## config.mk

```make
export PLATFORM = sky130hd
export DESIGN_NAME = seq_divider_flat
export DESIGN_NICKNAME = d
export VERILOG_FILES = /design/src/rtl/seq_divider_if.sv /design/src/rtl/seq_divider.sv /design/src/flat_wrapper.sv
export SDC_FILE = /design/constraint.sdc
export NUM_CORES = 1
export LEC_CHECK = 0
export CAP_MARGIN = 20
export CORE_ASPECT_RATIO = 1.4
export CORE_MARGIN = 10
export CORE_UTILIZATION = 42
export DETAILED_ROUTE_END_ITERATION = 8
export PLACE_DENSITY = 0.7
export SKIP_LAST_GASP = 1
export SLEW_MARGIN = 25
export SYNTH_ARGS = -nofsm -noshare
export SYNTH_HDL_FRONTEND = slang
export SYNTH_SLANG_ARGS = --single-unit
export TNS_END_PERCENT = 5
```

## constraint.sdc

```tcl
create_clock -name clk -period 5.5 [get_ports clk]
set_input_delay 0.825 -clock clk [delete_from_list [all_inputs] [get_ports clk]]
set_output_delay 0.825 -clock clk [all_outputs]
set_load 0.01 [all_outputs]
```

## src/rtl/seq_divider_if.sv

```systemverilog
// seq_divider_if: start/done handshake and result bus for seq_divider
interface seq_divider_if #(parameter int WIDTH = 8);
  logic             start;
  logic             signed_mode;
  logic [WIDTH-1:0] dividend;
  logic [WIDTH-1:0] divisor;
  logic             busy;
  logic             done;
  logic [WIDTH-1:0] quotient;
  logic [WIDTH-1:0] remainder;
  logic             div_by_zero;
  modport master(output start, signed_mode, dividend, divisor,
                 input busy, done, quotient, remainder, div_by_zero);
  modport slave(input start, signed_mode, dividend, divisor,
                output busy, done, quotient, remainder, div_by_zero);
endinterface

```

## src/rtl/seq_divider.sv

```systemverilog
// seq_divider: fixed-latency restoring divider, signed/unsigned, divide-by-zero flag
module seq_divider #(parameter int WIDTH = 8) (
  input logic        clk,
  input logic        rst_n,
  seq_divider_if.slave bus
);
  localparam int CW = $clog2(WIDTH + 1);
  localparam logic [1:0] IDLE = 2'd0, CALC = 2'd1, FINISH = 2'd2;
  logic [1:0]       state;
  logic [CW-1:0]    cnt;
  logic [WIDTH-1:0] dvd, dsr, rem;
  logic [WIDTH:0]   trial;
  logic             q_neg, r_neg, sd, sv, ge, dz;
  // operand signs and one restoring step; trial is the widened partial remainder
  always_comb begin
    sd = bus.signed_mode & bus.dividend[WIDTH-1];
    sv = bus.signed_mode & bus.divisor[WIDTH-1];
    dz = bus.divisor == '0;
    trial = {rem, dvd[WIDTH-1]};
    ge = trial >= {1'b0, dsr};
  end
  // control FSM; dvd shifts the dividend out while collecting quotient bits
  always_ff @(posedge clk or negedge rst_n) begin
    if (!rst_n) begin
      state <= IDLE;
      cnt <= '0;
      dvd <= '0;
      dsr <= '0;
      rem <= '0;
      q_neg <= 1'b0;
      r_neg <= 1'b0;
      bus.busy <= 1'b0;
      bus.done <= 1'b0;
      bus.quotient <= '0;
      bus.remainder <= '0;
      bus.div_by_zero <= 1'b0;
    end else begin
      bus.done <= 1'b0;
      if (state == IDLE) begin
        if (bus.start) begin
          dsr <= sv ? -bus.divisor : bus.divisor;
          dvd <= (sd && !dz) ? -bus.dividend : bus.dividend;
          q_neg <= sd ^ sv;
          r_neg <= sd;
          cnt <= CW'(WIDTH);
          rem <= '0;
          bus.busy <= 1'b1;
          state <= dz ? FINISH : CALC;
        end
      end else if (state == CALC) begin
        rem <= ge ? trial[WIDTH-1:0] - dsr : trial[WIDTH-1:0];
        dvd <= {dvd[WIDTH-2:0], ge};
        cnt <= cnt - CW'(1);
        if (cnt == CW'(1)) state <= FINISH;
      end else begin
        bus.quotient <= dsr == '0 ? '1 : q_neg ? -dvd : dvd;
        bus.remainder <= dsr == '0 ? dvd : r_neg ? -rem : rem;
        bus.div_by_zero <= dsr == '0;
        bus.done <= 1'b1;
        bus.busy <= 1'b0;
        state <= IDLE;
      end
    end
  end
endmodule

```

## src/flat_wrapper.sv

```systemverilog
// flat-port wrapper written by rule: the top's interface ports become plain ports
module seq_divider_flat 
#(parameter int WIDTH = 8)
  (clk, rst_n, bus_start, bus_signed_mode, bus_dividend, bus_divisor, bus_busy, bus_done, bus_quotient, bus_remainder, bus_div_by_zero);
  seq_divider_if #(.WIDTH(WIDTH)) bus_i ();
  input logic clk;
  input logic rst_n;
  input wire logic [$bits(bus_i.start)-1:0] bus_start;
  input wire logic [$bits(bus_i.signed_mode)-1:0] bus_signed_mode;
  input wire logic [$bits(bus_i.dividend)-1:0] bus_dividend;
  input wire logic [$bits(bus_i.divisor)-1:0] bus_divisor;
  output wire logic [$bits(bus_i.busy)-1:0] bus_busy;
  output wire logic [$bits(bus_i.done)-1:0] bus_done;
  output wire logic [$bits(bus_i.quotient)-1:0] bus_quotient;
  output wire logic [$bits(bus_i.remainder)-1:0] bus_remainder;
  output wire logic [$bits(bus_i.div_by_zero)-1:0] bus_div_by_zero;
  assign bus_i.start = bus_start;
  assign bus_i.signed_mode = bus_signed_mode;
  assign bus_i.dividend = bus_dividend;
  assign bus_i.divisor = bus_divisor;
  assign bus_busy = bus_i.busy;
  assign bus_done = bus_i.done;
  assign bus_quotient = bus_i.quotient;
  assign bus_remainder = bus_i.remainder;
  assign bus_div_by_zero = bus_i.div_by_zero;
  seq_divider #(.WIDTH(WIDTH)) u_core (.clk(clk), .rst_n(rst_n), .bus(bus_i));
endmodule
```

Yosys cells after proc, flatten, opt, wreduce, memory -nomap -nowiden:

Index checks and enable logic that the tools add are counted.

* $add $sub $neg: 6
* multiply operators: 0
* div/mod/pow operators: 0
* magnitude comparators: 1
* equal/unequal tests: 5
* shifts and indexed selects: 0
* mux-type cells: 26
* bitwise logic cells: 5
* reduce and logical (&&, ||, !) cells: 11

Operator list (number)
* $mux 8: 13
* $neg 8->8: 4
* $logic_not 8->1: 2
* $mux 4: 3
* $mux 2: 5
* $reduce_and 2->1: 5
* $ge 9x8->1: 1
* $sub 8x8->8: 1
* $mux 1: 5
* $eq 4x1->1 const B: 1
* $sub 4x1->4 const B: 1
* $ne 3x2->1 const B: 1
* $and 1x1->1: 2
* $eq 2x1->1 const B: 1
* $logic_not 2->1: 1
* $ne 2x1->1 const B: 1
* $ne 2x2->1 const B: 1
* $not 1->1: 2
* $reduce_bool 2->1: 1
* $logic_and 1x1->1: 1
* $logic_not 1->1: 1
* $xor 1x1->1: 1

* register bits: 51
* bits in latches: 0
* bits in writable memories: 0
* memory bits (read-only): 0
* input port bits: 20
* output and inout port bits: 19
* logic and storage cells: 66
* memories: 0

Longest topological paths before layout:

* word-level depth: 6
* gate-level depth with buffers: 9
* depth with buffers taken out: 9

Worst setup path after synthesis:

Ideal clock, no wire load.

* kind: in2reg
* start: input port bus_divisor[0]
* end: register u_core.dvd[5]
* setup time: 0.136 ns
* data arrival time: 1.834 ns
* data required time: 5.364 ns
* setup slack: 3.530 ns
* cell stages on the path: 7
* buffers on the path: 0
* cells stage by stage: inv_1 ha_1 nor3b_1 a21o_1 a31oi_1 xnor2_1 a21oi_1

* cells in the longest elaborated chain, start to end: 6

RTL lines
* from (decl): RTL line flat_wrapper.sv:11 `input wire logic [$bits(bus_i.divisor)-1:0] bus_divisor;`
* $logic_not 8->1: RTL line seq_divider.sv:18 `dz = bus.divisor == '0;`
* $logic_not 1->1: RTL line seq_divider.sv:42 `dvd <= (sd && !dz) ? -bus.dividend : bus.dividend;`
* $logic_and 1x1->1: RTL line seq_divider.sv:42
* $mux 8: RTL line seq_divider.sv:42
* $mux 8: RTL line seq_divider.sv:40 `if (bus.start) begin`
* $mux 8: RTL line seq_divider.sv:39 `if (state == IDLE) begin`
* to (signal assigned): RTL line seq_divider.sv:42
* to (signal assigned): RTL line seq_divider.sv:52 `dvd <= {dvd[WIDTH-2:0], ge};`
* to (decl): RTL line seq_divider.sv:11 `logic [WIDTH-1:0] dvd, dsr, rem;`

No other way between the ends. The select of a mux whose other input is x is not followed.
A chain may end at the register's enable or synchronous reset.

Final worst setup path:

* start: register u_core.rem[3]
* end: register u_core.dvd[0]

* cells in the longest elaborated chain, start to end: 3

RTL lines
* from (decl): RTL line seq_divider.sv:11
* from (signal assigned): RTL line seq_divider.sv:51 `rem <= ge ? trial[WIDTH-1:0] - dsr : trial[WIDTH-1:0];`
* $ge 9x8->1: RTL line seq_divider.sv:20 `ge = trial >= {1'b0, dsr};`
* $mux 8: RTL line seq_divider.sv:50 `end else if (state == CALC) begin`
* $mux 8: RTL line seq_divider.sv:39

No other way between the ends. The select of a mux whose other input is x is not followed.

==> results.tsv <==
stage	metric	value	unit
min_path	hp-start	u_core.bus.remainder[2]	
synthesis	synthDistinctLibCells	45	
synthesis	ys_warn_count	0	
final_layout	multi_input_area	0.00165	mm2
timing	setup_slack	2.93	ns
placed_design	gp_congestion	0.908	
pwr	leakagePower	1.53	nW
timing	fin_skew	0.0174	ns
global_routing	grt_pass1_wl	11.5	mm
cts	cts_made_buffers	5	
synthesis	synth_edf_count	0	
timing	drv_slew	0	
route	dr.pass1.iters	4	
synthesis	ys.flop_type	dfrtp_1	
synthesis	syn_inst	341	
route	vias	2496	
setup_path	r2r_cells	6	
synthesis	netlist.top_cell.by_area	dfrtp_1	
final_layout	layout.nets	407	
floorplanning	die_area	0.0113	mm2
timing	fmax	388	MHz
setup_path	crit_start	u_core.rem[3]	
route	detail_route.wirelength	6.76	mm
route	drc	0	
floorplanning	row_count	37	
final_layout	design_area	0.00364	mm2
cts	cts.repair.resized	0	
synthesis	synth_area_leaders	dfrtp_1 (41%), ha_1 (5.6%), xnor2_1 (5.1%)	
setup_path	endpoint_kind	register	
synthesis	synth-seq-cells	51	
cts	hold_buffers	0	
cts	clock-sinks	51	
placed_design	post-dp-hpwl	5.30	mm
setup_path	crit_arrival	2.79	ns
run_status	outcome	finished clean	
synthesis	synth_fp_nets	376	
cts	insertion_delay	0.31	ns
cts	h-tree-depth	2	
timing	maxSlewHeadroom	36.9	%
synthesis	yosysMostFrequentCell	dfrtp_1	
global_routing	grt_overflow	0	
route	viasPerCell	5.31	
final_layout	drive_gt1_share	5.36	%
setup_path	crit_chain	ha_1 > a21oi_1 > o221ai_1 > a21oi_1 > o21ai_0 > mux2_2	
final_layout	area_delta_synth_final	16.9	%
timing	rsz0062_at_grt	false	
placed_design	port-buffer-count	38	
run	maxCapViolCount	0	
synthesis	synthArstFlopShare	100	%
timing	worst_pin_slew	0.946	ns
cts	cts_tree	built	
global_routing	antenna_found_initial	0	
cts	post_cts_buffers	0	
final_layout	regArea	0.00128	mm2
route	wl_per_cell	14.4	um
global_routing	grt_max_degree	52	
synthesis	synth_commonest_cells	dfrtp_1 (51), nand2_1 (30), nor2_1 (30), o21ai_0 (30), inv_1 (25)	
placed_design	place_area	0.00352	mm2
synthesis	synth.top_cell.area_share	41.0	%
floorplanning	dieHeight	122	um
route	ant_nets	0	
setup_path	critPathMaxFanout	12	
cts	cts_buffer_depth	2	
final_layout	fillers	698	
timing	min_period	2.57	ns
cts	clock-root-buffer	clkbuf_8	
final_layout	final_core_util	50.0	%
synthesis	netlist_area	0.00311	mm2
setup_path	crit_slowest_cell	a21oi_1	
floorplanning	fp.dieW	92.7	um
placed_design	dpl_worst_slack	2.76	ns
min_path	hold_path_depth	1	
setup_path	worst_path_most_repeated_cell	a21oi_1	
final_layout	n_antenna_cell	0	
setup_path	r2r_start	u_core.rem[3]	
global_routing	grt_usage	12.2	%
synthesis	yosysSeqAreaShare	41.0	%
min_path	hold_path_class	reg -> reg	
setup_path	worstSetupPathType	reg -> reg	
timing	finalCritPeriodShare	46.8	%
timing	setup_tns	0	ns
timing	final_hold_viol_count	0	
timing	setup_viol	0	
floorplanning	ios	39	
route	drtIter0Drc	134	
setup_path	startpoint_type	register	
cts	path_clk_slew	0.11	ns
pwr	finalPower	2.21	mW
floorplanning	initial_core_util	42.8	%
setup_path	required	5.71	ns
synthesis	syn_avg_cell_area	9.12	um2
global_routing	grt_pass1_vias	2566	
pwr	ir_worst_vdd	0.182	mV
pwr	powerDensity	609	mW/mm2
setup_path	slowest_delay	0.74	ns
floorplanning	coreArea	0.00727	mm2
-- placed cells by master, fill, tap and decap left out, types with 3 or more instances in the layout --
master and n:
o31ai_1 5, dfrtp_1 51, clkdlybuf4s50_1 37, xor2_1 12, nand2b_1 4, nand3_1 7
a32oi_1 4, xnor2_1 18, mux2_2 4, a21oi_1 19, o22ai_1 11, a31oi_1 9
nor2_1 30, o21ai_0 30, nor4_1 5, nand2_1 30, and2_1 4, nor2b_1 6
clkbuf_8 5, a211oi_1 3, mux2i_1 7, nor3_1 6, inv_1 25, ha_1 14
-- worst max-delay path, delay by kind of cell (launching register included) --
kind | cells | cell delay [ns]
AO/OA/AOI/OAI | 4 | 1.32
adder cells (fa/ha/maj) | 1 | 0.39
flip-flops | 1 | 0.47
multiplexers | 1 | 0.29
-- final cells by class --
class / count / share of cell area, %
Clock buffer: 5 / 1.89
Tap cell: 97 / 3.34
Multi-Input combinational cell: 250 / 45.3
Inverter: 25 / 2.58
Timing Repair Buffer: 39 / 10.6
Sequential cell: 51 / 35.1
Clock inverter: 3 / 1.20
-- stage by stage --
step           instances  hold WS, ns
4_1_cts              470        0.517
3_5_place_dp         462        0.494
6_report             470        0.515
5_1_grt              470        0.536
3_3_place_gp         462        0.486
2_1_floorplan        341        0.472
-- kinds of logic (layout without fill, tap and decap cells) --
logic type	Yosys count	in the layout	share of synthesized area, %
compound gates	96	96	19.6
xor+xnor	30	30	8.45
fa+ha+maj	15	15	6.28
buf+inv	40	72	6.00
flops	51	51	41.0
mux	12	12	4.18
simple gates	97	97	14.4
-- state kept, by name (all words and copies together), names as in the netlist --
register,count
u_core.rem,8
u_core.bus.busy,1
u_core.dsr,8
u_core.bus.div_by_zero,1
u_core.r_neg,1
u_core.state,2
u_core.bus.quotient,8
u_core.bus.remainder,8
u_core.cnt,4
u_core.dvd,8
u_core.bus.done,1
u_core.q_neg,1
-- final timing paths --
kind	end	slack (ns)
worst max-delay path	u_core.dvd[0]	2.93
worst min-delay path	u_core.bus.remainder[2]	0.51
worst max register to register	u_core.dvd[0]	2.93
worst min register to register	u_core.bus.remainder[2]	0.51
max in group asynchronous	u_core.dsr[2]	4.54
min in group asynchronous	u_core.bus.quotient[1]	0.53
-- where the power goes --
part           internal, mW  switching (mW)  leakage [nW]
sequential            0.556           0.182         0.615
clock                 0.136           0.128        0.0581
combinational         0.571           0.640         0.858
total                  1.26           0.951          1.53
-- layer usage --
metal  global-route usage (%)  share of wire, %  vias up
met5                        0                 0        -
met4                     4.06               1.7        0
met2                     23.7                53       41
li1                         -                 -     1266
met3                     3.20               4.9       11
met1                     12.1                41     1178
Note: power is estimated with default switching activity, not from simulation.
